[config.mk]
export PLATFORM = sky130hd
export DESIGN_NAME = cpu_control
export DESIGN_NICKNAME = d
export VERILOG_FILES = /design/src/rtl/cpu_pkg.sv /design/src/rtl/cpu_regfile.sv /design/src/rtl/cpu_control.sv
export SDC_FILE = /design/constraint.sdc
export NUM_CORES = 1
export LEC_CHECK = 0
export CORE_ASPECT_RATIO = 0.8
export CORE_MARGIN = 2
export CORE_UTILIZATION = 54
export DETAILED_ROUTE_END_ITERATION = 10
export GPL_TIMING_DRIVEN = 0
export PLACE_DENSITY_LB_ADDON = 0.08
export RECOVER_POWER = 25
export SLEW_MARGIN = 10
export SYNTH_ARGS = -nofsm -noshare
export SYNTH_HDL_FRONTEND = slang
export SYNTH_HIERARCHICAL = 1
export SYNTH_SLANG_ARGS = --single-unit
[constraint.sdc]
create_clock -name clk -period 2.4 [get_ports clk]
set_input_delay 0.48 -clock clk [delete_from_list [all_inputs] [get_ports clk]]
set_output_delay 0.48 -clock clk [all_outputs]
set_load 0.02 [all_outputs]
[src/rtl/cpu_pkg.sv]
// cpu_pkg: shared definitions for the 8-bit CPU control block.
//   - DATA_W: datapath width
//   - opcode values (IR[7:4]), ALU select codes, idle select code
//   - FSM state encoding
//   - helpers classifying opcodes and mapping them to ALU select codes
package cpu_pkg;

  localparam int DATA_W = 8;

  localparam logic [3:0] OP_NOP = 4'h0;
  localparam logic [3:0] OP_RST = 4'h1;
  localparam logic [3:0] OP_SHL = 4'h2;
  localparam logic [3:0] OP_LD  = 4'h3;
  localparam logic [3:0] OP_SHR = 4'h4;
  localparam logic [3:0] OP_NOR = 4'h5;
  localparam logic [3:0] OP_ADD = 4'h6;
  localparam logic [3:0] OP_SUB = 4'h7;
  localparam logic [3:0] OP_ST  = 4'h8;
  localparam logic [3:0] OP_JMP = 4'h9;
  localparam logic [3:0] OP_JZ  = 4'hA;
  localparam logic [3:0] OP_JC  = 4'hB;
  localparam logic [3:0] OP_LDI = 4'hC;
  localparam logic [3:0] OP_HLT = 4'hF;

  localparam logic [3:0] ALU_RST  = 4'b0000;
  localparam logic [3:0] ALU_SHL  = 4'b0001;
  localparam logic [3:0] ALU_LD   = 4'b0010;
  localparam logic [3:0] ALU_SHR  = 4'b0011;
  localparam logic [3:0] ALU_NOR  = 4'b0100;
  localparam logic [3:0] ALU_ADD  = 4'b1000;
  localparam logic [3:0] ALU_SUB  = 4'b1100;
  localparam logic [3:0] ALU_IDLE = 4'b0111;

  typedef enum logic [2:0] {
    S_FETCH     = 3'd0,
    S_DECODE    = 3'd1,
    S_EXECUTE   = 3'd2,
    S_WRITEBACK = 3'd3,
    S_OPERAND   = 3'd4,
    S_HALT      = 3'd5
  } state_e;

  // Opcodes 1..7 are the ALU operations.
  function automatic logic is_alu_op(input logic [3:0] op);
    return (op >= OP_RST) && (op <= OP_SUB);
  endfunction

  // Jumps and LDI carry a second (operand) byte.
  function automatic logic has_operand(input logic [3:0] op);
    return (op == OP_JMP) || (op == OP_JZ) || (op == OP_JC) || (op == OP_LDI);
  endfunction

  function automatic logic [3:0] alu_code(input logic [3:0] op);
    logic [3:0] code;
    case (op)
      OP_RST:  code = ALU_RST;
      OP_SHL:  code = ALU_SHL;
      OP_LD:   code = ALU_LD;
      OP_SHR:  code = ALU_SHR;
      OP_NOR:  code = ALU_NOR;
      OP_ADD:  code = ALU_ADD;
      OP_SUB:  code = ALU_SUB;
      default: code = ALU_IDLE;
    endcase
    return code;
  endfunction

endpackage

[src/rtl/cpu_regfile.sv]
// cpu_regfile: 4 x DATA_W general-purpose registers R0-R3.
//   clk, rst        clock, synchronous active-high reset (clears all registers)
//   we_i            write enable
//   waddr_i/wdata_i write address / data
//   raddr_a_i/b_i   two asynchronous read addresses
//   rdata_a_o/b_o   corresponding read data
module cpu_regfile
  import cpu_pkg::*;
(
  input  logic              clk,
  input  logic              rst,
  input  logic              we_i,
  input  logic [1:0]        waddr_i,
  input  logic [DATA_W-1:0] wdata_i,
  input  logic [1:0]        raddr_a_i,
  input  logic [1:0]        raddr_b_i,
  output logic [DATA_W-1:0] rdata_a_o,
  output logic [DATA_W-1:0] rdata_b_o
);

  logic [DATA_W-1:0] regs_q [4];

  always_ff @(posedge clk) begin
    if (rst) begin
      regs_q <= '{default: '0};
    end else if (we_i) begin
      regs_q[waddr_i] <= wdata_i;
    end
  end

  assign rdata_a_o = regs_q[raddr_a_i];
  assign rdata_b_o = regs_q[raddr_b_i];

endmodule

[src/rtl/cpu_control.sv]
// cpu_control: fetch/decode/execute sequencer and datapath registers.
//   clk, rst     clock, synchronous active-high reset
//   run          1 advances the FSM, 0 freezes all state and outputs
//   imem_addr    program memory address (PC, or PC+1 while fetching an operand)
//   imem_data    program memory read data (combinational from imem_addr)
//   alu_a/alu_b  ALU operands, latched in DECODE and held through WRITEBACK
//   alu_sel      ALU op select (idle code outside EXECUTE)
//   alu_en       ALU enable, high only in EXECUTE
//   alu_result/alu_cout/alu_zout  ALU outputs, captured in WRITEBACK
//   acc, flag_c, flag_z           accumulator and flag registers
//   halted       high while in HALT
module cpu_control
  import cpu_pkg::*;
#(
  parameter int ADDR_W = 8
) (
  input  logic              clk,
  input  logic              rst,
  input  logic              run,
  output logic [ADDR_W-1:0] imem_addr,
  input  logic [7:0]        imem_data,
  output logic [7:0]        alu_a,
  output logic [7:0]        alu_b,
  output logic [3:0]        alu_sel,
  output logic              alu_en,
  input  logic [7:0]        alu_result,
  input  logic              alu_cout,
  input  logic              alu_zout,
  output logic [7:0]        acc,
  output logic              flag_c,
  output logic              flag_z,
  output logic              halted
);

  state_e            state_q, state_d;
  logic [ADDR_W-1:0] pc_q, pc_d;
  logic [7:0]        ir_q, ir_d;
  logic [7:0]        acc_q, acc_d;
  logic              flag_c_q, flag_c_d;
  logic              flag_z_q, flag_z_d;
  logic [7:0]        alu_a_q, alu_a_d;
  logic [7:0]        alu_b_q, alu_b_d;

  logic              rf_we;
  logic [7:0]        rf_rdata_a, rf_rdata_b;
  logic [3:0]        opcode;
  logic [1:0]        rsel;
  logic              jump_taken;
  logic              unused_ir_bits;

  assign opcode = ir_q[7:4];
  assign rsel   = ir_q[1:0];
  // IR[3:2] carry no meaning in this instruction set.
  assign unused_ir_bits = ^ir_q[3:2];

  cpu_regfile u_regfile (
    .clk       (clk),
    .rst       (rst),
    .we_i      (rf_we),
    .waddr_i   (rsel),
    .wdata_i   (acc_q),
    .raddr_a_i (rsel),
    .raddr_b_i (rsel),
    .rdata_a_o (rf_rdata_a),
    .rdata_b_o (rf_rdata_b)
  );

  // Conditional jumps look at the registered flags, never the live ALU outputs.
  always_comb begin
    case (opcode)
      OP_JMP:  jump_taken = 1'b1;
      OP_JZ:   jump_taken = flag_z_q;
      OP_JC:   jump_taken = flag_c_q;
      default: jump_taken = 1'b0;
    endcase
  end

  always_comb begin
    state_d  = state_q;
    pc_d     = pc_q;
    ir_d     = ir_q;
    acc_d    = acc_q;
    flag_c_d = flag_c_q;
    flag_z_d = flag_z_q;
    alu_a_d  = alu_a_q;
    alu_b_d  = alu_b_q;
    rf_we    = 1'b0;
    if (run) begin
      case (state_q)
        S_FETCH: begin
          ir_d    = imem_data;
          state_d = S_DECODE;
        end
        S_DECODE: begin
          alu_a_d = (opcode == OP_LD) ? rf_rdata_a : acc_q;
          alu_b_d = rf_rdata_b;
          if (is_alu_op(opcode))        state_d = S_EXECUTE;
          else if (has_operand(opcode)) state_d = S_OPERAND;
          else if (opcode == OP_HLT)    state_d = S_HALT;
          else                          state_d = S_WRITEBACK;
        end
        S_EXECUTE: begin
          state_d = S_WRITEBACK;
        end
        S_WRITEBACK: begin
          if (is_alu_op(opcode)) begin
            acc_d    = alu_result;
            flag_c_d = alu_cout;
            flag_z_d = alu_zout;
          end
          rf_we   = (opcode == OP_ST);
          pc_d    = pc_q + ADDR_W'(1);
          state_d = S_FETCH;
        end
        S_OPERAND: begin
          if (opcode == OP_LDI) begin
            acc_d    = imem_data;
            flag_z_d = (imem_data == 8'h00);
          end
          if (jump_taken) pc_d = ADDR_W'(imem_data);
          else            pc_d = pc_q + ADDR_W'(2);
          state_d = S_FETCH;
        end
        S_HALT: begin
          state_d = S_HALT;
        end
        default: begin
          state_d = S_FETCH;
        end
      endcase
    end
  end

  always_ff @(posedge clk) begin
    if (rst) begin
      state_q  <= S_FETCH;
      pc_q     <= '0;
      ir_q     <= '0;
      acc_q    <= '0;
      flag_c_q <= 1'b0;
      flag_z_q <= 1'b0;
      alu_a_q  <= '0;
      alu_b_q  <= '0;
    end else begin
      state_q  <= state_d;
      pc_q     <= pc_d;
      ir_q     <= ir_d;
      acc_q    <= acc_d;
      flag_c_q <= flag_c_d;
      flag_z_q <= flag_z_d;
      alu_a_q  <= alu_a_d;
      alu_b_q  <= alu_b_d;
    end
  end

  // Outputs are decoded from registered state only, so a frozen FSM freezes them too.
  assign imem_addr = (state_q == S_OPERAND) ? pc_q + ADDR_W'(1) : pc_q;
  assign alu_en    = (state_q == S_EXECUTE);
  assign alu_sel   = (state_q == S_EXECUTE) ? alu_code(opcode) : ALU_IDLE;
  assign alu_a     = alu_a_q;
  assign alu_b     = alu_b_q;
  assign acc       = acc_q;
  assign flag_c    = flag_c_q;
  assign flag_z    = flag_z_q;
  assign halted    = (state_q == S_HALT);

endmodule

After elaboration in Yosys (flattened, before gate mapping) --
Index checks and enable logic that the tools add are counted.
Word-level totals: memories 0, bits in registers 77, input bits 21, ROM bits 0, bits in latches 0, memory bits (writable) 0, output and inout bits 40
Operators by class: shift operators 0, multiply operators 0, divide/modulo/power cells 0, bitwise operators 1, muxes and demuxes 25, $lt $le $gt $ge 4, reductions and logical operators 13, $add $sub $neg 2, eq/ne operators 20
Operators with widths (count):
- $mux W8 | 8
- $bwmux W32 | 1
- $pmux W8 S2 | 2
- $pmux W4 S7 | 1
- $eq A4 B4 Y1 const B | 6
- $bmux W8 S2 | 1
- $demux W8 S2 | 1
- $eq A4 B3 Y1 const B | 4
- $pmux W3 S4 | 1
- $mux W3 | 3
- $add A8 B1 Y8 const B | 1
- $add A8 B2 Y8 const B | 1
- $eq A4 B2 Y1 const B | 2
- $logic_not A8 Y1 | 1
- $eq A3 B2 Y1 const B | 2
- $eq A3 B3 Y1 const B | 2
- $reduce_and A2 Y1 | 3
- $eq A4 B1 Y1 const B | 1
- $ge A4 B1 Y1 const B | 1
- $le A4 B3 Y1 const B | 1
- $mux W1 | 4
- $mux W4 | 1
- $ne A2 B2 Y1 const B | 2
- $reduce_and A4 Y1 | 1
- 11 further kinds | 14

Longest topological paths before layout --
word-level depth 7, mapped depth 8, depth with buffers taken out 6

By module --
The synthesis kept the hierarchy.
Modules (own cells, without submodules):
- cpu_control | sequential area each 860.8 um^2, area each 2412.3 um^2, times used 1, cells an instance 311
- cpu_regfile | sequential area each 640.6 um^2, area each 1676.6 um^2, times used 1, cells an instance 138

Worst setup path before layout --
No wires, ideal clock.
path kind register to output, start point reg state_q[1], end point out imem_addr[7], setup slack 0.116 ns, data arrival time 1.804 ns, stages on the path, launching flop included 7, path buffers 2, cells stage by stage dfxtp_1 -> clkbuf_1 -> nor3b_2 -> buf_2 -> nand2_1 -> nor3_1 -> xor2_1
Between the ends: cells in the longest elaborated chain, start to end 2
RTL lines:
- start: declaration | RTL line cpu_control.sv:35 | state_e state_q, state_d;
- start signal: assignment | RTL line cpu_control.sv:145 | state_q <= state_d;
- $eq A3 B3 Y1 | RTL line cpu_control.sv:157 | assign imem_addr = (state_q == S_OPERAND) ? pc_q + ADDR_W'(1) : pc_q;
- $mux W8 | RTL line cpu_control.sv:157
- end: declaration | RTL line cpu_control.sv:20 | output logic [ADDR_W-1:0] imem_addr,
Every way passes these cells.

Worst setup path after layout --
start point reg pc_q[2], end point out imem_addr[7]
Between the ends: cells in the longest elaborated chain, start to end 2
RTL lines:
- start: declaration | RTL line cpu_control.sv:36 | logic [ADDR_W-1:0] pc_q, pc_d;
- start signal: assignment | RTL line cpu_control.sv:146 | pc_q <= pc_d;
- $add A8 B1 Y8 | RTL line cpu_control.sv:157
- $mux W8 | RTL line cpu_control.sv:157
Every way passes these cells.

==> run metrics <==
#FFs+latches synth 75; most used flip-flop cell after synthesis dfxtp_1; worst-path fanout max 8; Routed WL per cell 18.09 um; clk sinks 75; root buf cell clkbuf_8; Initial Utilization 55.58%; clk_lat worst skew 0.36 ns; net load switching power 683.9 uW; CP Capture Type output port; DRT iter0 DRCs 267; area grow syn2layout 24.66%; Commonest cells post-synth dfxtp_1, nand2_1, mux2i_1; internal power 1910 uW; sequential-to-total area share from yosys stat 36.72%; count leader, synth dfxtp_1; NumNets Final 548; DP Area 4792 um2; DP HPWL 8.109 mm; Final min period 2.303 ns; Vias 3715; Clock transition at path regs 0.08 ns; Synth area leader dfxtp_1; fin crit share 95.94%; Startpoint Class register; fin worst setup slack 0.09745 ns; VDD IR-drop max 0.3456 mV; synthesized area per cell 9.107 um2; share of layout cells above drive strength 1 15.09%; placed cells 598; GPL Wtd Cong 0.9525; Worst Path Arrival 1.82 ns; Post-synth EDFFs 0; CTS tree yes; CTS Hold Bufs 0; Die H 81.83 um; filler cell count 608; utilization after layout 69.29%; final hold vios 0; setup TNS 0 ns; top cell type's share of synthesized area 36.72%; pre-CTS WS -0.6457 ns; GRT Overall Usage 27.91%; GRT overflow 0; asr flop ratio synth 0%; Setup Skew 0.009990 ns; sequential share of power 49.4%; critical path class register to output port; routed vias/inst 5.992; htree depth 3; Final Max Tran Viols 0; IO buf count 59; status finished clean; switch share 26.36%; Bufs on Longest Clock Path 2; DRT antenna net count 0; design area 5097 um2; core area 7357 um2; Synth Warn # 6; # Max-Cap Violations 0; post-synth net total 472; FMAX 0.4343 GHz; Synth cell types 50; largest net degree at the start of global routing 20; I/O pin cnt 61; Final setup viols 0; Tightest Hold Check Type register to register; Pleak 0.002033 uW; Clk network pwr share 38.1%; Slew @ Worst Pin 0.9643 ns; Post-route DRC 0; final WL 11.22 mm; Comb power frac 12.4%; Synth area leaders dfxtp_1, mux2i_1, mux4_2, nand2b_1, nand2_1; Max-slew headroom 35.04%; total power per unit cell area 509.0 nW/um2; Syn Std Cell Area 4089 um2; Worst EP required 1.92 ns; Inserted Diodes 0; # rows 28; initial antenna violation count 0; first-pass GRT wire length 17.51 mm; cells after synthesis 449; die width 101.3 um; Pre-Repair DR Iteration Count 5; Num CTS Buffers 9; DIE AREA 8289 um2; vias in the first global route 3359; Non-Filler Instances 620
cells in the final DEF, fill, tap and decap left out, drive strengths merged, types with 10 or more instances in the layout:
cell type / n
a21oi: 24
mux4: 16
clkdlybuf4s50: 23
nand2: 60
dfxtp: 75
nor3: 11
nand2b: 41
nor2: 31
o21ai: 10
clkbuf: 28
mux2i: 49
dlygate4sd3: 23
buf: 30
metal layers:
metal	vias up	part of all wire [%]	GRT usage, %
li1	1746	-	-
met1	1787	46	40.49
met2	165	43	41.32
met3	17	8.9	7.064
met4	0	1.6	7.703
met5	-	0	0
power groups by stage:
stage,clock network [uW],logic [uW],registers [uW]
after floorplan,0,178,1320
after global placement,0,307,1310
after detailed placement,0,310,1310
after CTS,990,317,1280
after global routing,1050,346,1290
final,989,322,1280
worst paths after layout:
path / from / endpoint / slack (ns) / depth (start not counted)
max reg2reg: state_q[1] / pc_q[7] / 0.1 / 8
max: pc_q[2] / imem_addr[7] / 0.1 / 5
min: alu_b[4] / alu_b[4] / 0.46 / 2
min reg2reg: alu_b[4] / alu_b[4] / 0.46 / 2
state kept, by name (all words and copies together) (netlist names):
name              count
ir_q                  6
flag_c                1
alu_b                 8
u_regfile/regs_q     32
pc_q                  8
alu_a                 8
flag_z                1
state_q               3
acc                   8
cell families (layout without fill, tap and decap cells):
kind of cell	Yosys count	count (layout)	synth area share, %
buffers and inverters	40	121	4.467
AO/OA/AOI/OAI	72	72	11.81
AND/OR/NAND/NOR	184	184	23.10
XOR/XNOR	9	9	1.928
multiplexers	67	67	21.36
flip-flops	75	75	36.72
adder cells (fa/ha/maj)	2	2	0.6119
metrics by stage:
step / hold WS, ns / power (uW)
floorplan: 0.4552 / 1499
global placement: 0.4429 / 1617
detailed placement: 0.4517 / 1622
CTS: 0.4626 / 2591
global route: 0.4809 / 2686
finish: 0.4573 / 2594
what timing repair did:
item                       4_1_cts  5_1_grt
setup buffers                    3        7
pin swaps                        2        2
resized for setup               36       17
setup endpoints to repair       14        8
critical path: stages (launching register included):
cell and delay [ns]:
dfxtp_2 0.42, ha_2 0.27, nand3_1 0.21, nor3_2 0.25, xor2_1 0.16, buf_4 0.16
area by class of cell:
| class | count | area (um2) | area share [%] |
|---|---|---|---|
| Buffer | 32 | 167.7 | 3.289 |
| Clock buffer | 12 | 145.1 | 2.847 |
| Clock inverter | 4 | 50.05 | 0.9818 |
| Inverter | 4 | 15.01 | 0.2946 |
| Multi-Input combinational cell | 334 | 2446 | 47.99 |
| Sequential cell | 75 | 1508 | 29.58 |
| Tap cell | 90 | 112.6 | 2.209 |
| Timing Repair Buffer | 69 | 653.1 | 12.81 |
Note: power is estimated with default switching activity, not from simulation.
